## src/rtl/alu_op_sequencer.sv

```systemverilog
// rtl/alu_op_sequencer.sv - drives one combinational ALU per accepted command, waits a settle
// window, then captures the ALU output into a first-word-fall-through result FIFO.
module alu_op_sequencer #(
   parameter int WIDTH         = 8,
   parameter int SETTLE_CYCLES = 1,
   parameter int FIFO_DEPTH    = 4,
   localparam int PTR_W        = $clog2(FIFO_DEPTH),
   localparam int LVL_W        = PTR_W + 1
) (
   input  logic             clk,
   input  logic             rst_n,
   input  logic             cmd_valid,
   output logic             cmd_ready,
   input  logic [WIDTH-1:0] cmd_a,
   input  logic [WIDTH-1:0] cmd_b,
   input  logic [1:0]       cmd_s1,
   input  logic [2:0]       cmd_s2,
   input  logic [3:0]       cmd_s3,
   output logic [WIDTH-1:0] alu_a,
   output logic [WIDTH-1:0] alu_b,
   output logic [1:0]       alu_s1,
   output logic [2:0]       alu_s2,
   output logic [3:0]       alu_s3,
   input  logic [WIDTH-1:0] alu_o,
   output logic             res_valid,
   input  logic             res_ready,
   output logic [WIDTH-1:0] res_data,
   output logic [LVL_W-1:0] fifo_level,
   output logic [15:0]      op_count
);

   typedef enum logic [1:0] {IDLE, SETTLE, HOLD} state_t;

   localparam logic [3:0] CNT_INIT = 4'(SETTLE_CYCLES - 1);

   state_t           state, next_state;
   logic [3:0]       settle_cnt;
   logic             accept, push, pop, push_ok;
   logic [PTR_W-1:0] wr_ptr, rd_ptr;
   logic [WIDTH-1:0] mem [FIFO_DEPTH];

   assign cmd_ready = (state == IDLE);
   assign res_valid = (fifo_level != '0);
   assign res_data  = mem[rd_ptr];
   assign pop       = res_valid && res_ready;
   // A pop on the same edge frees the slot, so a full FIFO can still take a push.
   assign push_ok   = (fifo_level < LVL_W'(FIFO_DEPTH)) || pop;

   always_comb begin
      next_state = state;
      accept     = 1'b0;
      push       = 1'b0;
      case (state)
         IDLE: begin
            if (cmd_valid) begin
               accept     = 1'b1;
               next_state = SETTLE;
            end
         end
         SETTLE: begin
            if (settle_cnt == 4'd0) begin
               if (push_ok) begin
                  push       = 1'b1;
                  next_state = IDLE;
               end else begin
                  next_state = HOLD;
               end
            end
         end
         HOLD: begin
            if (push_ok) begin
               push       = 1'b1;
               next_state = IDLE;
            end
         end
         default: next_state = IDLE;
      endcase
   end

   always_ff @(posedge clk or negedge rst_n) begin
      if (!rst_n) begin
         state      <= IDLE;
         settle_cnt <= 4'd0;
         alu_a      <= '0;
         alu_b      <= '0;
         alu_s1     <= '0;
         alu_s2     <= '0;
         alu_s3     <= '0;
      end else begin
         state <= next_state;
         if (accept) begin
            alu_a      <= cmd_a;
            alu_b      <= cmd_b;
            alu_s1     <= cmd_s1;
            alu_s2     <= cmd_s2;
            alu_s3     <= cmd_s3;
            settle_cnt <= CNT_INIT;
         end else if (state == SETTLE && settle_cnt != 4'd0) begin
            settle_cnt <= settle_cnt - 4'd1;
         end
      end
   end

   always_ff @(posedge clk or negedge rst_n) begin
      if (!rst_n) begin
         wr_ptr     <= '0;
         rd_ptr     <= '0;
         fifo_level <= '0;
         op_count   <= 16'd0;
      end else begin
         if (push) begin
            wr_ptr   <= wr_ptr + PTR_W'(1);
            op_count <= op_count + 16'd1;
         end
         if (pop)
            rd_ptr <= rd_ptr + PTR_W'(1);
         case ({push, pop})
            2'b10:   fifo_level <= fifo_level + LVL_W'(1);
            2'b01:   fifo_level <= fifo_level - LVL_W'(1);
            default: fifo_level <= fifo_level;
         endcase
      end
   end

   // Storage needs no reset; the pointers and level define which entries are valid.
   always_ff @(posedge clk) begin
      if (push)
         mem[wr_ptr] <= alu_o;
   end

endmodule
```

## config.mk

```make
export PLATFORM = sky130hd
export DESIGN_NAME = alu_op_sequencer
export DESIGN_NICKNAME = d
export VERILOG_FILES = /design/src/rtl/alu_op_sequencer.sv
export SDC_FILE = /design/constraint.sdc
export NUM_CORES = 1
export LEC_CHECK = 0
export BUFFER_PORTS_ARGS = -buffer_cell sky130_fd_sc_hd__clkbuf_2
export CORE_ASPECT_RATIO = 1.5
export CORE_MARGIN = 5
export CORE_UTILIZATION = 45
export DETAILED_ROUTE_END_ITERATION = 6
export PLACE_DENSITY_LB_ADDON = 0.15
export REMOVE_ABC_BUFFERS = 1
export SLEW_MARGIN = 25
export SYNTH_ARGS = -nofsm -noshare
export SYNTH_HDL_FRONTEND = slang
export SYNTH_SLANG_ARGS = --single-unit
```

## constraint.sdc

```tcl
create_clock -name clk -period 2.6 [get_ports clk]
set_input_delay 0.39 -clock clk [delete_from_list [all_inputs] [get_ports clk]]
set_output_delay 0.39 -clock clk [all_outputs]
set_load 0.05 [all_outputs]
```

==> results.py, run 1 <==
metrics = {
    "routing": {
        "num_vias": 2191,
        "ant_nets": 0,
        "drt_iter0_drc": 49,
        "wl_per_cell_microns": 15.7,
        "drc": 0,
        "routed_wl_microns": 6990,
        "vias_per_cell": 4.91,
        "drt_first_pass_iters": 4,
    },
    "power_and_ir_drop": {
        "ir_drop_uv": 643,
        "leakagePower_nw": 2.07,
        "power.density_nw_per_um2": 1380,
    },
    "timing": {
        "setup_tns_ps": 0,
        "hold_viol": 0,
        "max_freq_mhz": 425,
        "worstMarginPinSlew_ps": 763,
        "rsz0062_at_grt": "false",
        "fin_crit_ps": 2350,
        "finalClockSkew_ps": 4.79,
        "slew_headroom_pct": 49.1,
        "period_share_pct": 90.5,
        "drv_slew": 0,
        "setup_viol": 0,
    },
    "clock_tree": {
        "clk_latency_ps": 330,
        "clock_path_buffers": 2,
        "path_clk_slew_ps": 60,
        "postCtsSetupBuffers": 0,
        "cts_tree": "built",
        "cts-resized-gates": 0,
        "htreeDepth": 3,
        "numCtsBuffers": 9,
        "root_buffer": "clkbuf_16",
        "clock_sinks": 86,
        "holdBufCountCts": 0,
    },
    "global_route": {
        "grt_pass1_vias": 2412,
        "grt.total_usage_pct": 15.2,
        "grt_max_degree": 31,
        "grt_pass1_wl_microns": 11800,
        "grt.overflow.total": 0,
        "antenna_found_initial": 0,
    },
    "finish": {
        "final_cell_area_sq_um": 4520,
        "layout-drive-gt1-share_pct": 43.4,
        "fin_nets": 384,
        "seq_area_sq_um": 2310,
        "mostFrequentLayoutCells": "clkbuf_2, dfrtp_1, edfxtp_1",
        "layout_commonest_cell": "clkbuf_2",
        "syn_to_final_growth_pct": 25.2,
        "multi_input_area_sq_um": 1190,
        "antenna_cells": 0,
        "fillers": 706,
    },
    "worst_setup_path": {
        "path_max_fanout": 5,
        "crit_arrival_ps": 2610,
        "end_kind": "register",
        "worstReg2RegEnd": "fifo_level[2]",
        "worstPathRequired_ps": 2850,
        "startpoint_type": "register",
        "rrSetupSlack_ps": 250,
        "worst_r2r_startpoint": "state[0]",
        "critPathKind": "reg2reg",
        "reg2reg_depth": 10,
    },
    "synthesis": {
        "yosysWarningCount": 0,
        "synth.distinct_cells": 37,
        "syn_area_per_cell_sq_um": 15.1,
        "synth_edf_count": 32,
        "async_flop_share_pct": 62.8,
        "synth_cells": 239,
        "ys_ff_latch": 86,
        "synthFlopType": "dfrtp_1",
        "ys_seq_area_share_pct": 64.1,
        "synthesis.area_sq_um": 3610,
    },
    "floorplan": {
        "io_pins": 91,
        "dieArea_sq_um": 9940,
        "die_y_microns": 120,
        "fp.dieW_microns": 83.1,
        "core_sq_um": 7910,
        "initial_utilization_pct": 45.6,
        "num_rows": 40,
    },
    "placement": {
        "placed_area_sq_um": 4180,
        "dp_hpwl_microns": 5310,
        "gp_congestion": 0.749,
        "io_buffers": 90,
    },
    "outcome": {
        "status": "completed",
    },
    "worst_hold_path": {
        "hold_class": "in2async",
    },
    "flow_run": {
        "maxCapViolCount": 0,
    },
}
Yosys cell counts, types with 2 or more instances:
library cell,count,area (sq um)
mux4_2,8,180
nand2_1,14,52.6
o2111ai_1,2,17.5
and4_1,2,17.5
buf_2,4,20.0
dfrtp_1,54,1350
clkbuf_1,3,11.3
nor3_1,3,15.0
inv_1,14,52.6
nor2_1,4,15.0
nand3_1,7,35.0
xnor2_1,15,131
ha_1,10,125
mux2_2,25,282
and3_1,2,12.5
a21oi_1,4,20.0
xor2_1,9,78.8
a221oi_1,2,17.5
nand4_1,2,12.5
o211a_1,2,20.0
edfxtp_1,32,961
and2_1,6,37.5
power breakdown:
group	internal (mW)	switching, mW	leakage, nW	total, mW
combinational	0.882	1.91	0.942	2.80
sequential	1.79	0.262	0.960	2.05
clock	0.910	0.495	0.168	1.41
worst max path at each step:
stage,start,end,slack (ps),depth (start not counted)
4_1_cts,state[0],fifo_level[2],230,10
6_report,state[0],fifo_level[2],250,10
3_5_place_dp,state[0],fifo_level[2],260,10
2_1_floorplan,fifo_level[2],fifo_level[2],160,8
3_3_place_gp,state[0],fifo_level[2],300,10
5_1_grt,settle_cnt[0],fifo_level[2],50,11
flip-flops by register name, indices dropped and copies added, names as in the netlist:
| register | count |
|---|---|
| alu_s1 | 2 |
| alu_s2 | 3 |
| alu_s3 | 4 |
| alu_a | 8 |
| fifo_level | 3 |
| op_count | 16 |
| state | 2 |
| settle_cnt | 4 |
| rd_ptr | 2 |
| alu_b | 8 |
| mem | 32 |
| wr_ptr | 2 |
area by class of cell:
cell class	count	area share (%)
Sequential cell	86	51.2
Tap cell	105	2.91
Timing Repair Buffer	95	10.8
Multi-Input combinational cell	130	26.5
Clock buffer	11	5.71
Clock inverter	5	1.75
Inverter	14	1.16
cell families (layout without fill, tap and decap cells):
family	Yosys count	after routing	share of synthesized area, %
simple gates	46	46	6.90
xor+xnor	24	24	5.83
compound gates	15	15	3.30
buf+inv	23	125	2.74
mux	34	34	13.1
flops	86	86	64.1
fa+ha+maj	11	11	4.03
critical path: stages, from the launching register on:
cell and delay, ps:
dfrtp_1 390, ha_1 260, and4bb_2 270, o211a_1 230
inv_1 100, ha_1 190, inv_1 60, fa_1 370
xor2_1 150, nor2_1 110, xor2_1 150
layer usage:
| metal | track usage [%] | vias up | part of all wire [%] |
|---|---|---|---|
| li1 | - | 1049 | - |
| met1 | 16.5 | 1072 | 37 |
| met4 | 8.18 | 0 | 2.8 |
| met3 | 4.26 | 16 | 4.6 |
| met5 | 0 | - | 0 |
| met2 | 26.7 | 54 | 55 |
through the flow:
| stage | instances | hold slack, ps | util (%) | setup WS, ps | power, mW |
|---|---|---|---|---|---|
| 4_1_cts | 446 | 138 | 57.1 | 233 | 6.34 |
| 3_3_place_gp | 430 | 465 | 52.8 | 304 | 4.85 |
| 6_report | 446 | 123 | 57.1 | 247 | 6.25 |
| 2_1_floorplan | 230 | 94.4 | - | 161 | 4.23 |
| 3_5_place_dp | 430 | 470 | 52.8 | 258 | 4.91 |
| 5_1_grt | 446 | 183 | 57.1 | 53.5 | 6.61 |
No activity file was read; power rests on OpenSTA's default activity.
==> run 2: changes to the inputs <==
--- a/config.mk
+++ b/config.mk
@@ -5,6 +5,7 @@
 export SDC_FILE = /design/constraint.sdc
 export NUM_CORES = 1
 export LEC_CHECK = 0
+export ABC_AREA = 1
 export BUFFER_PORTS_ARGS = -buffer_cell sky130_fd_sc_hd__clkbuf_2
 export CORE_ASPECT_RATIO = 1.5
 export CORE_MARGIN = 5
==> run 2 against run 1 <==
Compared with the run above:
- combinational power is 5% higher
- die area is 6.0% higher
- clock power down 7%
- highest routed layer unchanged
- via count is 37% higher
- area after synthesis up 6.7%
- clock-buffer cell count grew 2
- setup slack gained 100 ps
- final cell count is 40% higher
- sequential power barely moved
- largest power group unchanged
==> results.py, run 2 <==
metrics = {
    "routing": {
        "wl_per_cell_microns": 13.1,
        "routed_wl_microns": 8210,
        "drt_first_pass_iters": 4,
        "vias_per_cell": 4.80,
        "ant_nets": 0,
        "drt_iter0_drc": 148,
        "drc": 0,
        "num_vias": 2998,
    },
    "finish": {
        "syn_to_final_growth_pct": 23.2,
        "layout-drive-gt1-share_pct": 22.8,
        "largest_reg_flops": 32,
        "largest_register": "mem",
        "layout_commonest_cell": "nand2_1",
        "antenna_cells": 0,
        "largestRegisters": "mem: 32 flops, op_count: 16 flops",
        "mostFrequentLayoutCells": "nand2_1, clkbuf_2, dfrtp_1",
        "fin_nets": 562,
    },
    "floorplan": {
        "io_pins": 91,
        "dieArea_sq_um": 10500,
        "initial_utilization_pct": 45.7,
        "die_y_microns": 123,
        "fp.dieW_microns": 85.5,
        "core_sq_um": 8410,
        "num_rows": 41,
    },
    "worst_setup_path": {
        "reg2reg_depth": 11,
        "worstReg2RegEnd": "fifo_level[2]",
        "critPathCapture": "fifo_level[2]",
        "startpoint_type": "register",
        "crit_arrival_ps": 2460,
        "path_max_fanout": 14,
        "rrSetupSlack_ps": 350,
        "end_kind": "register",
        "worst_r2r_startpoint": "settle_cnt[0]",
        "critPathKind": "reg2reg",
        "worstPathRequired_ps": 2810,
        "startpoint": "settle_cnt[0]",
    },
    "timing": {
        "fin_crit_ps": 2250,
        "rsz0062_at_grt": "false",
        "worstMarginPinSlew_ps": 475,
        "period_share_pct": 86.5,
        "slew_headroom_pct": 68.3,
        "finalClockSkew_ps": 5.53,
        "drv_slew": 0,
        "finalWorstSetupSlack_ps": 351,
        "max_freq_mhz": 445,
        "setup_tns_ps": 0,
        "hold_viol": 0,
        "setup_viol": 0,
    },
    "outcome": {
        "status": "completed",
    },
    "power_and_ir_drop": {
        "p_sw_share_pct": 47.4,
        "combPwrFrac_pct": 46.7,
        "power.density_nw_per_um2": 1320,
        "p_int_mw": 3.30,
        "ir_drop_uv": 738,
        "clkPwrFrac_pct": 20.9,
        "leakagePower_nw": 2.33,
        "p_switching_mw": 2.97,
        "pwr-share-seq_pct": 32.4,
    },
    "synthesis": {
        "synth_area_leader_cell": "dfrtp_1",
        "async_flop_share_pct": 62.8,
        "synthFlopType": "dfrtp_1",
        "post-synth-top-count-cell": "nand2_1",
        "synth-compound-area-share_pct": 5.46,
        "yosys.area_share.simple_pct": 24.5,
        "yosysWarningCount": 0,
        "synthTopCellsByArea": "dfrtp_1, edfxtp_1, nand2_1, nor2_1, ha_1",
        "ys_top_cells_by_count": "nand2_1, dfrtp_1, nor2_1",
        "yosys.area_share.xor_xnor_pct": 1.37,
        "synth_cells": 415,
        "synth_edf_count": 32,
        "synthesis.area_sq_um": 3850,
        "synth.top_cell.area_share_pct": 35.1,
        "synth_fa_ha_area_share_pct": 3.77,
        "ys_seq_area_share_pct": 60.1,
        "syn_area_per_cell_sq_um": 9.27,
        "ys_ff_latch": 86,
        "synth.distinct_cells": 28,
        "synth_top_family_by_area": "simple AND/OR/NAND/NOR gates",
        "synthMuxAreaShare_pct": 0,
    },
    "global_route": {
        "grt_pass1_vias": 3016,
        "antenna_found_initial": 0,
        "grt_pass1_wl_microns": 13900,
        "grt.total_usage_pct": 16.9,
        "grt_max_degree": 32,
        "grt.overflow.total": 0,
    },
    "placement": {
        "io_buffers": 90,
        "pre_cts_ws_ps": 314,
        "dp_hpwl_microns": 6090,
        "gp_congestion": 0.798,
    },
    "clock_tree": {
        "clock_path_buffers": 2,
        "path_clk_slew_ps": 60,
        "root_buffer": "clkbuf_16",
        "clk_latency_ps": 330,
        "cts_tree": "built",
        "numCtsBuffers": 9,
        "clock_sinks": 86,
        "htreeDepth": 3,
    },
    "worst_hold_path": {
        "hold_class": "in2reg",
    },
    "flow_run": {
        "maxCapViolCount": 0,
    },
}
==> run 2: cell count changes after synthesis, sizes merged, moves of 13 or more <==
cell,previous run,this run
o21ai,1,25
mux2,25,0
xnor2,15,2
inv,14,33
nor2,4,46
nand2,14,163
==> run 2: per-layer routing <==
metal / GRT usage, % / part of all wire [%]
met1: 18.7 / 40
met3: 3.80 / 4.7
met4: 7.62 / 1.9
met2: 30.6 / 54
met5: 0 / 0
==> run 2: critical path: stages, from the launching register on <==
cell,delay [ps]
dfrtp_1,390
inv_1,60
ha_1,240
nand3_2,120
a21oi_4,70
nand2_4,160
ha_1,170
inv_1,70
fa_1,380
a21oi_1,160
o21ai_0,140
xor2_1,160
==> run 2: stage by stage <==
stage / util (%) / hold WS (ps) / total power [mW] / std cells / cell area, sq um
CTS: 56.4 / 235 / 6.35 / 625 / 4740
global route: 56.4 / 258 / 6.67 / 625 / 4740
floorplan: - / 94.4 / 4.23 / 404 / 3790
detailed placement: 52.7 / 255 / 5.02 / 609 / 4430
finish: 56.4 / 244 / 6.27 / 625 / 4740
global placement: 52.7 / 255 / 4.96 / 609 / 4430
==> run 2: power groups by stage <==
stage	clock, mW	sequential [mW]	combinational, mW
6_report	1.31	2.03	2.93
3_3_place_gp	0	2.04	2.91
3_5_place_dp	0	2.05	2.97
4_1_cts	1.34	2.03	2.98
5_1_grt	1.40	2.08	3.19
2_1_floorplan	0	2.86	1.37
==> run 2: layout make-up <==
class                      instances  area [sq um]
tap                              107           134
timing repair buffer              99           520
multi-input combinational        285          1350
sequential                        86          2310
inverter                          33           124
clock inverter                     2          60.1
fill                             780          3670
clock buffer                      13           240
==> run 2: kinds of logic after synthesis <==
kind of cell | count (synthesis)
and+or+nand+nor | 231
DFF | 86
buffers and inverters | 44
AOI/OAI and AO/OA | 37
adders and majority gates | 11
xor gates and xnor gates | 6
==> run 2: what timing repair did <==
action                                 CTS  global route
gates resized for setup                  0             0
buffers inserted                         0             0
hold buffers                             1             0
setup endpoints to repair                0             0
endpoints found under the hold margin    7             0
==> run 2: worst min-delay path by stage <==
stage / start / end / depth (start not counted)
finish: cmd_b[0] / alu_b[0] / 3
global route: cmd_b[1] / alu_b[1] / 3
CTS: cmd_s2[0] / alu_s2[0] / 3
detailed placement: rst_n / alu_s3[2] / 1
global placement: rst_n / alu_s3[2] / 1
floorplan: rst_n / alu_a[0] / 0
